===== config.mk =====
export PLATFORM = sky130hd
export DESIGN_NAME = err_priority_arb
export DESIGN_NICKNAME = d
export VERILOG_FILES = /design/src/rtl/err_prio_pkg.sv /design/src/rtl/err_prio_sel.sv /design/src/rtl/err_priority_arb.sv
export SDC_FILE = /design/constraint.sdc
export NUM_CORES = 1
export LEC_CHECK = 0
export ABC_AREA = 1
export BUFFER_PORTS_ARGS = -buffer_cell sky130_fd_sc_hd__buf_2
export CAP_MARGIN = 5
export CORE_MARGIN = 2
export CORE_UTILIZATION = 45
export DETAILED_ROUTE_END_ITERATION = 12
export PLACE_DENSITY = 0.7
export SYNTH_ARGS = -nofsm -noshare
export SYNTH_HDL_FRONTEND = slang
export SYNTH_SLANG_ARGS = --single-unit

===== constraint.sdc =====
create_clock -name i_clk -period 19.6 [get_ports i_clk]
set_clock_uncertainty 0.2 [all_clocks]
set_input_delay 2.94 -clock i_clk [delete_from_list [all_inputs] [get_ports i_clk]]
set_output_delay 2.94 -clock i_clk [all_outputs]
set_load 0.005 [all_outputs]

===== src/rtl/err_prio_pkg.sv =====
// ---------------------------------------------------------------------------
// err_prio_pkg
// Shared types and helpers for the error-priority arbiter.
//   state_e : arbiter FSM state encoding (IDLE / REPORT)
//   idx_w   : width of an index into N sources (at least 1 bit)
// ---------------------------------------------------------------------------
package err_prio_pkg;

    typedef enum logic {
        ST_IDLE   = 1'b0,
        ST_REPORT = 1'b1
    } state_e;

    function automatic int idx_w(input int n);
        return (n <= 2) ? 1 : $clog2(n);
    endfunction

endpackage


===== src/rtl/err_prio_sel.sv =====
// ---------------------------------------------------------------------------
// err_prio_sel
// Combinational winner select over an eligible vector. Highest priority wins;
// on equal priority the lower index wins. Built as a binary tree of
// (prio, idx) compare nodes, padded up to a power-of-two leaf count.
// Ports:
//   i_elig     [N_ERR]          eligible sources
//   i_cfg_prio [N_ERR*PRIO_W]   packed per-source priority
//   o_any                       at least one source eligible
//   o_idx      [IDX_W]          index of the winner (valid when o_any)
// ---------------------------------------------------------------------------
module err_prio_sel
    import err_prio_pkg::*;
#(
    parameter  int N_ERR  = 32,
    parameter  int PRIO_W = 5,
    localparam int IDX_W  = idx_w(N_ERR)
) (
    input  logic [N_ERR-1:0]        i_elig,
    input  logic [N_ERR*PRIO_W-1:0] i_cfg_prio,
    output logic                    o_any,
    output logic [IDX_W-1:0]        o_idx
);

    localparam int LEAVES = 1 << IDX_W;

    for (genvar l = 0; l <= IDX_W; l++) begin : g_lvl
        localparam int NODES = LEAVES >> l;
        logic [NODES-1:0] w_v;
        logic [PRIO_W-1:0] w_p [NODES];
        logic [IDX_W-1:0]  w_x [NODES];

        if (l == 0) begin : g_leaf
            for (genvar i = 0; i < NODES; i++) begin : g_i
                if (i < N_ERR) begin : g_real
                    assign w_v[i] = i_elig[i];
                    assign w_p[i] = i_cfg_prio[i*PRIO_W +: PRIO_W];
                end else begin : g_pad
                    assign w_v[i] = 1'b0;
                    assign w_p[i] = '0;
                end
                assign w_x[i] = IDX_W'(i);
            end
        end else begin : g_node
            for (genvar j = 0; j < NODES; j++) begin : g_j
                logic w_pick_r;
                // Right child only wins with strictly higher priority, so the
                // lower-index (left) subtree keeps ties.
                assign w_pick_r = g_lvl[l-1].w_v[2*j+1] &&
                                  (!g_lvl[l-1].w_v[2*j] ||
                                   (g_lvl[l-1].w_p[2*j+1] > g_lvl[l-1].w_p[2*j]));
                assign w_v[j] = g_lvl[l-1].w_v[2*j] | g_lvl[l-1].w_v[2*j+1];
                assign w_p[j] = w_pick_r ? g_lvl[l-1].w_p[2*j+1] : g_lvl[l-1].w_p[2*j];
                assign w_x[j] = w_pick_r ? g_lvl[l-1].w_x[2*j+1] : g_lvl[l-1].w_x[2*j];
            end
        end
    end

    assign o_any = g_lvl[IDX_W].w_v[0];
    assign o_idx = g_lvl[IDX_W].w_x[0];

endmodule


===== src/rtl/err_priority_arb.sv =====
// ---------------------------------------------------------------------------
// err_priority_arb
// Latches error requests into sticky pending bits and reports them one at a
// time, highest configured priority first, over a valid/ready handshake.
// A report in flight is held unchanged until accepted.
//
// Optional feature macro: ERR_PRIO_DROP_CNT_EN adds a saturating counter of
// cycles in which a request hit an already-pending source (i_drop_clr,
// o_drop_cnt, parameter CNT_W).
//
// Ports:
//   i_clk, i_rst_n    clock, synchronous active-low reset
//   i_err_in          level error requests
//   i_err_mask        1 = source masked (blocks set and selection)
//   i_cfg_prio        packed per-source priority, larger wins
//   o_rpt_valid       report available
//   i_rpt_ready       consumer accepts report
//   o_rpt_idx         reported source index
//   o_rpt_onehot      one-hot of o_rpt_idx
//   o_rpt_prio        priority of reported source, captured at load
//   o_pending         sticky pending register
//   i_drop_clr        clear drop counter (macro only)
//   o_drop_cnt        saturating drop count (macro only)
//
// state     | meaning
// ----------+---------------------------------------------------
// ST_IDLE   | no report in flight; load winner if any eligible
// ST_REPORT | report valid; rpt_* frozen until handshake
// ---------------------------------------------------------------------------
module err_priority_arb
    import err_prio_pkg::*;
#(
    parameter  int N_ERR  = 32,
    parameter  int PRIO_W = 5,
`ifdef ERR_PRIO_DROP_CNT_EN
    parameter  int CNT_W  = 8,
`endif
    localparam int IDX_W  = idx_w(N_ERR)
) (
    input  logic                    i_clk,
    input  logic                    i_rst_n,
    input  logic [N_ERR-1:0]        i_err_in,
    input  logic [N_ERR-1:0]        i_err_mask,
    input  logic [N_ERR*PRIO_W-1:0] i_cfg_prio,
    output logic                    o_rpt_valid,
    input  logic                    i_rpt_ready,
    output logic [IDX_W-1:0]        o_rpt_idx,
    output logic [N_ERR-1:0]        o_rpt_onehot,
    output logic [PRIO_W-1:0]       o_rpt_prio,
    output logic [N_ERR-1:0]        o_pending
`ifdef ERR_PRIO_DROP_CNT_EN
    ,
    input  logic                    i_drop_clr,
    output logic [CNT_W-1:0]        o_drop_cnt
`endif
);

    state_e              r_state;
    state_e              w_state_nxt;
    logic                w_load;
    logic                w_hs;

    logic [N_ERR-1:0]    r_pending;
    logic [IDX_W-1:0]    r_idx;
    logic [N_ERR-1:0]    r_onehot;
    logic [PRIO_W-1:0]   r_prio;

    logic [N_ERR-1:0]    w_elig;
    logic [N_ERR-1:0]    w_set_vec;
    logic [N_ERR-1:0]    w_clr_vec;
    logic                w_sel_any;
    logic [IDX_W-1:0]    w_sel_idx;

    // Pending but masked sources stay latched and simply sit out selection.
    assign w_elig    = r_pending & ~i_err_mask;
    assign w_set_vec = i_err_in & ~i_err_mask;
    assign w_clr_vec = w_hs ? r_onehot : '0;

    err_prio_sel #(
        .N_ERR  (N_ERR),
        .PRIO_W (PRIO_W)
    ) u_sel (
        .i_elig     (w_elig),
        .i_cfg_prio (i_cfg_prio),
        .o_any      (w_sel_any),
        .o_idx      (w_sel_idx)
    );

    always_ff @(posedge i_clk) begin
        if (!i_rst_n) begin
            r_state <= ST_IDLE;
        end else begin
            r_state <= w_state_nxt;
        end
    end

    always_comb begin
        w_state_nxt = r_state;
        unique case (r_state)
            ST_IDLE:   if (w_sel_any)   w_state_nxt = ST_REPORT;
            ST_REPORT: if (i_rpt_ready) w_state_nxt = ST_IDLE;
        endcase
    end

    always_comb begin
        w_load = 1'b0;
        w_hs   = 1'b0;
        unique case (r_state)
            ST_IDLE:   w_load = w_sel_any;
            ST_REPORT: w_hs   = i_rpt_ready;
        endcase
    end

    always_ff @(posedge i_clk) begin
        if (!i_rst_n) begin
            r_idx    <= '0;
            r_onehot <= '0;
            r_prio   <= '0;
        end else if (w_load) begin
            r_idx    <= w_sel_idx;
            r_onehot <= {{(N_ERR-1){1'b0}}, 1'b1} << w_sel_idx;
            r_prio   <= i_cfg_prio[w_sel_idx*PRIO_W +: PRIO_W];
        end
    end

    // A new request on the source being accepted re-arms it (set beats clear).
    always_ff @(posedge i_clk) begin
        if (!i_rst_n) begin
            r_pending <= '0;
        end else begin
            r_pending <= (r_pending & ~w_clr_vec) | w_set_vec;
        end
    end

`ifdef ERR_PRIO_DROP_CNT_EN
    logic [CNT_W-1:0] r_drop_cnt;
    logic             w_drop;

    assign w_drop = |(w_set_vec & r_pending & ~w_clr_vec);

    always_ff @(posedge i_clk) begin
        if (!i_rst_n) begin
            r_drop_cnt <= '0;
        end else if (i_drop_clr) begin
            r_drop_cnt <= '0;
        end else if (w_drop && (r_drop_cnt != {CNT_W{1'b1}})) begin
            r_drop_cnt <= r_drop_cnt + 1'b1;
        end
    end

    assign o_drop_cnt = r_drop_cnt;
`endif

    assign o_rpt_valid  = (r_state == ST_REPORT);
    assign o_rpt_idx    = r_idx;
    assign o_rpt_onehot = r_onehot;
    assign o_rpt_prio   = r_prio;
    assign o_pending    = r_pending;

endmodule


==> results of run 1 <==
==> through the flow <==
step | util, % | hold slack [ns] | worst slack (ns) | cells
after global placement | 52.1 | 0.261 | 5.70 | 2480
after detailed placement | 52.1 | 0.266 | 5.58 | 2480
after floorplan | - | 0.262 | 9.11 | 1932
after CTS | 53.4 | 0.274 | 5.90 | 2495
after global routing | 53.4 | 0.307 | 4.55 | 2496
final | 53.4 | 0.276 | 5.70 | 2497
==> cell usage after synthesis <==
master | instances | area (um2)
nand2_1 | 672 | 2520
nand3_1 | 174 | 871
or2_2 | 6 | 37.5
or2_1 | 1 | 6.26
buf_6 | 4 | 45.0
o21ai_1 | 38 | 190
o21ai_2 | 1 | 8.76
buf_1 | 4 | 15.0
a21boi_0 | 1 | 7.51
nand3_2 | 3 | 30.0
a21oi_1 | 116 | 581
o21bai_1 | 17 | 128
inv_2 | 3 | 11.3
o211ai_1 | 4 | 30.0
mux2_2 | 2 | 22.5
inv_1 | 223 | 837
ha_1 | 149 | 1860
nand4_1 | 47 | 294
nand2_2 | 17 | 106
dfxtp_1 | 75 | 1500
a21oi_2 | 2 | 17.5
nand3_4 | 1 | 17.5
nor2_1 | 64 | 240
o21ai_0 | 142 | 711
nand3b_1 | 2 | 15.0
clkinv_1 | 2 | 7.51
o22ai_1 | 23 | 144
inv_4 | 1 | 6.26
clkbuf_1 | 36 | 135
buf_4 | 12 | 90.1
a21o_1 | 13 | 97.6
nor3_1 | 29 | 145
o2bb2ai_1 | 4 | 35.0
nor2_2 | 2 | 12.5
a22o_1 | 11 | 96.3
buf_2 | 31 | 155
==> cell type report <==
class	instances	area share [%]
Timing Repair Buffer	311	12.2
Clock inverter	6	0.698
Inverter	229	6.68
Multi-Input combinational cell	1541	63.8
Antenna cell	2	0.0388
Clock buffer	9	1.74
Sequential cell	75	11.6
Tap cell	324	3.14
==> metal layers <==
metal,global-route usage (%),routed length (um)
met1,40.9,17700
met2,51.0,18400
met3,6.95,4320
met4,9.99,1190
met5,0,15
==> cells by family (layout without fill, tap and decap cells) <==
logic type / Yosys count / count (layout)
AO/OA/AOI/OAI: 372 / 372
flip-flops: 75 / 75
other: 0 / 2
buffers and inverters: 316 / 555
AND/OR/NAND/NOR: 1018 / 1018
adder cells (fa/ha/maj): 149 / 149
multiplexers: 2 / 2
==> final timing paths <==
check	end	cells past startpoint	from	slack, ns
worst max-delay path	o_rpt_prio[1]	60	i_cfg_prio[21]	5.70
worst max register to register	o_rpt_prio[1]	52	o_pending[4]	9.06
worst min register to register	o_pending[17]	2	o_pending[17]	0.28
worst min-delay path	o_pending[17]	2	o_pending[17]	0.28
==> power by group through the flow <==
stage                     Clock (mW)  Combinational (mW)  Sequential [mW]
after floorplan                    0               0.802            0.191
after global placement             0                1.07            0.196
after detailed placement           0                1.07            0.196
after CTS                      0.182                1.08            0.194
after global routing           0.188                1.22            0.196
final                          0.181                1.09            0.194
==> sequential cells by signal, summed over array words and instances (netlist names) <==
signal        cells
o_rpt_onehot     32
o_rpt_idx         5
o_rpt_valid       1
o_pending        32
o_rpt_prio        5
==> critical path, delay by kind of cell <==
family,cells,cell delay [ns]
AND/OR/NAND/NOR,30,4.31
AO/OA/AOI/OAI,17,3.70
adder cells (fa/ha/maj),5,1.68
buffers and inverters,8,1.19
==> out/metrics.cfg, run 1 <==
[synthesis]
yosys_warnings=0
synth_cells=1932
synth_area_um2=11000
yosysSeqAreaShare_pct=13.6
synthMuxAreaShare_pct=0.204
avgSynthCellArea_um2=5.71
synth-simple-area-share_pct=38.9
synthXorXnorAreaFrac_pct=0
syn_nets=2308
ys_types=36
synth-compound-area-share_pct=18.5
synth_top_family_by_area=simple AND/OR/NAND/NOR gates
synth_fa_ha_area_share_pct=16.9
synth-seq-cells=75

[routing]
wl_per_cell_um=16.7
ant_nets=0
first_pass_iters=5
wirelength_mm=41.7
drt_iter0_drc=1128
drc=0
via_per_inst=5.42
vias=13522

[clock_tree]
clk_latency_ns=0.34
cts_resized=0
numClockSinks=75
h-tree-depth=3
cts.clk_slew.worst_paths_ns=0.07
cts-hold-fix-buffers=0
cts_tree=yes
numCtsBuffers=9
post-cts-setup-buffers=0
cts.path.max_buffers=2
cts_root_buf=clkbuf_16

[finish]
mostFrequentLayoutCells=nand2_1, buf_2, inv_1, nand3_1, ha_1
layout_commonest_cell=nand2_1
final_layout_size_suffix_gt1_share_pct=16.8
layout.nets=2543
seq_area_um2=1500
area_growth_pct=17.0
multi_input_area_um2=8240
stdcell_area_um2=12900
fillers=2532

[floorplanning]
ios=302
core-area_um2=24200
fp.dieH_um=161
start_util_pct=45.6
fp.dieArea_um2=25800
fp-row-count=57
fp.dieW_um=161

[power_and_ir_drop]
p_seq_share_pct=13.2
switchingPower_mw=0.857
combinationalPowerShare_pct=74.5
power_density_nw_per_um2=114
switching_share_pct=58.3
clock_power_share_pct=12.3
power_mw=1.47
vdd_drop_max_mv=0.0744
p_leak_nw=7.22
power.internal_mw=0.612

[global_route]
grt_pass1_vias=12505
antenna_found_initial=3
grt_usage_pct=31.2
grt_pass1_wl_mm=64.5
grt-ovfl-total=0
grt_max_degree=76

[placed_design]
place_area_um2=12600
dp_hpwl_mm=33.7
portBuffers=301
gp_congestion=0.967

[timing]
finalHoldViolations=0
slew_headroom_pct=18.7
fin_setup_tns_ns=0
max_freq_mhz=71.9
period_share_pct=70.9
setup_viol=0
fin_crit_ns=13.90
final_max_slew_viol_count=0
grt_setup_unrepaired=false
worstMarginPinSlew_ns=1.21

[worst_setup_path]
critPathMaxStageDelay_ns=0.93
startpoint_type=input pin
worstSetupEndpointType=flop
cp_max_fo=75
path_class=input pin to flop
slowest_stage=a21boi_0
crit_top_cell=nand2_1
cp_data_arrival_time_ns=13.99
cp.required_ns=19.69

[status]
status=finished, final reports clean

[min_path]
min_path_type=flop to flop

[run]
cap_violations=0

No activity file was read; power rests on OpenSTA's default activity.
==> inputs of run 2 (changes only) <==
--- a/config.mk
+++ b/config.mk
@@ -5,7 +5,7 @@
 export SDC_FILE = /design/constraint.sdc
 export NUM_CORES = 1
 export LEC_CHECK = 0
-export ABC_AREA = 1
+export ABC_AREA = 0
 export BUFFER_PORTS_ARGS = -buffer_cell sky130_fd_sc_hd__buf_2
 export CAP_MARGIN = 5
 export CORE_MARGIN = 2
==> constraint.sdc (replaced) <==
create_clock -name i_clk -period 14.2 [get_ports i_clk]
set_clock_uncertainty 0.2 [all_clocks]
set_input_delay 2.13 -clock i_clk [delete_from_list [all_inputs] [get_ports i_clk]]
set_output_delay 2.13 -clock i_clk [all_outputs]
set_load 0.005 [all_outputs]
==> out/metrics.cfg, run 2 <==
[status]
status=finished, final reports clean  ; unchanged

[worst_setup_path]
slowest_stage=o41ai_4  ; was a21boi_0
path_class=input pin to flop  ; unchanged
worstSetupEndpointType=flop  ; unchanged
cp.required_ns=14.18  ; was 19.69 ns
cp_max_fo=47  ; was 75
startpoint_type=input pin  ; unchanged
critPathMaxStageDelay_ns=0.60  ; was 0.93 ns
cp_data_arrival_time_ns=13.19  ; was 13.99 ns

[clock_tree]
clk_latency_ns=0.35  ; was 0.34 ns
cts_root_buf=clkbuf_16  ; unchanged
cts_tree=yes  ; unchanged
cts.path.max_buffers=2  ; unchanged
numClockSinks=75  ; unchanged
numCtsBuffers=9  ; unchanged
cts.clk_slew.worst_paths_ns=0.06  ; was 0.07 ns
h-tree-depth=3  ; unchanged

[placed_design]
portBuffers=301  ; unchanged
place_area_um2=12800  ; was 12600 um2
pre_cts_ws_ns=0.419  ; was 5.58 ns
gp_congestion=0.996  ; was 0.967
dp_hpwl_mm=34.6  ; was 33.7 mm

[finish]
fillers=2434  ; was 2532
layout.nets=2164  ; was 2543
stdcell_area_um2=13100  ; was 12900 um2
mostFrequentLayoutCells=buf_2, nand2_1, nor2_1, ha_1, inv_1  ; was nand2_1, buf_2, inv_1, nand3_1, ha_1
antennaDiodeCount=0  ; was 2
layout_commonest_cell=buf_2  ; was nand2_1
area_growth_pct=19.9  ; was 17.0%
fin_util_pct=54.5  ; was 53.4%
final_layout_size_suffix_gt1_share_pct=22.5  ; was 16.8%

[timing]
setup_viol=0  ; unchanged
slew_headroom_pct=37.1  ; was 18.7%
worstMarginPinSlew_ns=0.942  ; was 1.21 ns
whs_ns=0.288  ; was 0.276 ns
fin_crit_ns=13.21
period_share_pct=93.0
finalHoldViolations=0  ; unchanged
setup_ws_ns=0.992  ; was 5.70 ns
grt_setup_unrepaired=false  ; unchanged
final_max_slew_viol_count=0  ; unchanged
max_freq_mhz=75.7
fin_setup_tns_ns=0  ; unchanged

[global_route]
grt_usage_pct=31.1  ; was 31.2%
grt_pass1_wl_mm=63.0  ; was 64.5 mm
antenna_found_initial=0  ; was 3
grt-ovfl-total=0  ; unchanged
grt_max_degree=76  ; unchanged
grt_pass1_vias=11530  ; was 12505

[floorplanning]
core-area_um2=24100  ; was 24200 um2
fp.dieH_um=160  ; was 161 um
fp.dieArea_um2=25600  ; was 25800 um2
fp-row-count=57  ; unchanged
start_util_pct=45.5  ; was 45.6%
ios=302  ; unchanged
fp.dieW_um=160  ; was 161 um

[run]
cap_violations=0  ; unchanged

[synthesis]
yosysTopAreaCell=ha_1  ; was nand2_1
yosys_warnings=0  ; unchanged
syn_nets=1878  ; was 2308
synth_most_common_cell=nand2_1  ; unchanged
synth_area_um2=11000  ; about the same
avgSynthCellArea_um2=7.29  ; was 5.71 um2
synth-main-ff-cell=dfxtp_1  ; unchanged
synth_edf_count=0  ; unchanged
ys_types=83  ; was 36
yosysSeqAreaShare_pct=13.7  ; was 13.6%
synth.top_cell.area_share_pct=17.0  ; was 22.9%
yosys-top-cells-area=ha_1, dfxtp_1, mux2i_1, a21oi_1, nand2_1  ; was nand2_1, ha_1, dfxtp_1, nand3_1, inv_1
ys_async_sr_fraction_pct=0  ; unchanged
synth-seq-cells=75  ; unchanged
synth_cells=1502  ; was 1932
synthTopCellsByCount=nand2_1, nor2_1, ha_1  ; was nand2_1, inv_1, nand3_1

[power_and_ir_drop]
power_density_nw_per_um2=136  ; was 114 nW/um2
vdd_drop_max_mv=0.0944  ; was 0.0744 mV
p_leak_nw=6.85  ; was 7.22 nW

[routing]
drc=0  ; unchanged
via_per_inst=5.79  ; was 5.42
wl_per_cell_um=19.5  ; was 16.7 um
ant_nets=0  ; unchanged
wirelength_mm=41.4  ; was 41.7 mm
vias=12258  ; was 13522
first_pass_iters=5  ; unchanged
drt_iter0_drc=947  ; was 1128

[min_path]
min_path_type=flop to flop  ; unchanged

run 2: worst paths after layout:
check	from	depth (start not counted)	to	slack [ns]
max	i_cfg_prio[92]	54	o_rpt_prio[0]	0.99
min	o_rpt_idx[0]	2	o_rpt_idx[0]	0.29
max reg2reg	o_pending[18]	51	o_rpt_prio[0]	2.89
min reg2reg	o_rpt_idx[0]	2	o_rpt_idx[0]	0.29
run 2: repair_timing:
item                                    4_1_cts  5_1_grt
hold buffers                                  0        0
resized for setup                             0        1
buffers inserted                              0        1
hold endpoints to repair                      0        0
endpoints found under the setup margin        0        5
run 2: worst max-delay path, delay by kind of cell:
family	cells	cell delay [ns]
adders and majority gates	5	1.45
muxes	3	1.13
and+or+nand+nor	13	2.00
buffers and inverters	6	0.85
AOI/OAI and AO/OA	27	5.55
run 2: report_power, final:
part,switching (mW),internal [mW]
Sequential,0.0211,0.238
Combinational,0.786,0.487
Clock,0.103,0.157
run 2: cells by family (layout without fill, tap and decap cells):
group,count (synthesis),after routing,synth area share [%]
fa+ha+maj,150,150,17.1
xor+xnor,3,3,0.240
mux,147,147,13.9
compound gates,426,427,25.9
simple gates,518,518,22.1
buf+inv,183,473,7.08
flops,75,75,13.7
run 2: layer usage:
layer | vias to the layer above | share of wire, % | global-route usage [%]
li1 | 5954 | - | -
met1 | 5663 | 41 | 38.7
met2 | 556 | 48 | 54.5
met3 | 85 | 7.6 | 4.88
met4 | 0 | 3.4 | 10.9
met5 | - | 0 | 0
run 2: area by class of cell:
class	instances	area, um2	share of cell area [%]
Clock buffer	10	229	1.74
Clock inverter	6	96.3	0.733
Inverter	134	503	3.83
Multi-Input combinational cell	1245	8710	66.3
Sequential cell	75	1500	11.4
Tap cell	324	405	3.09
Timing Repair Buffer	323	1700	12.9
run 2: through the flow:
stage	total power [mW]	cells
after floorplan	1.14	1502
after global placement	1.47	2099
after detailed placement	1.48	2099
after CTS	1.75	2115
after global routing	1.92	2117
final	1.79	2117
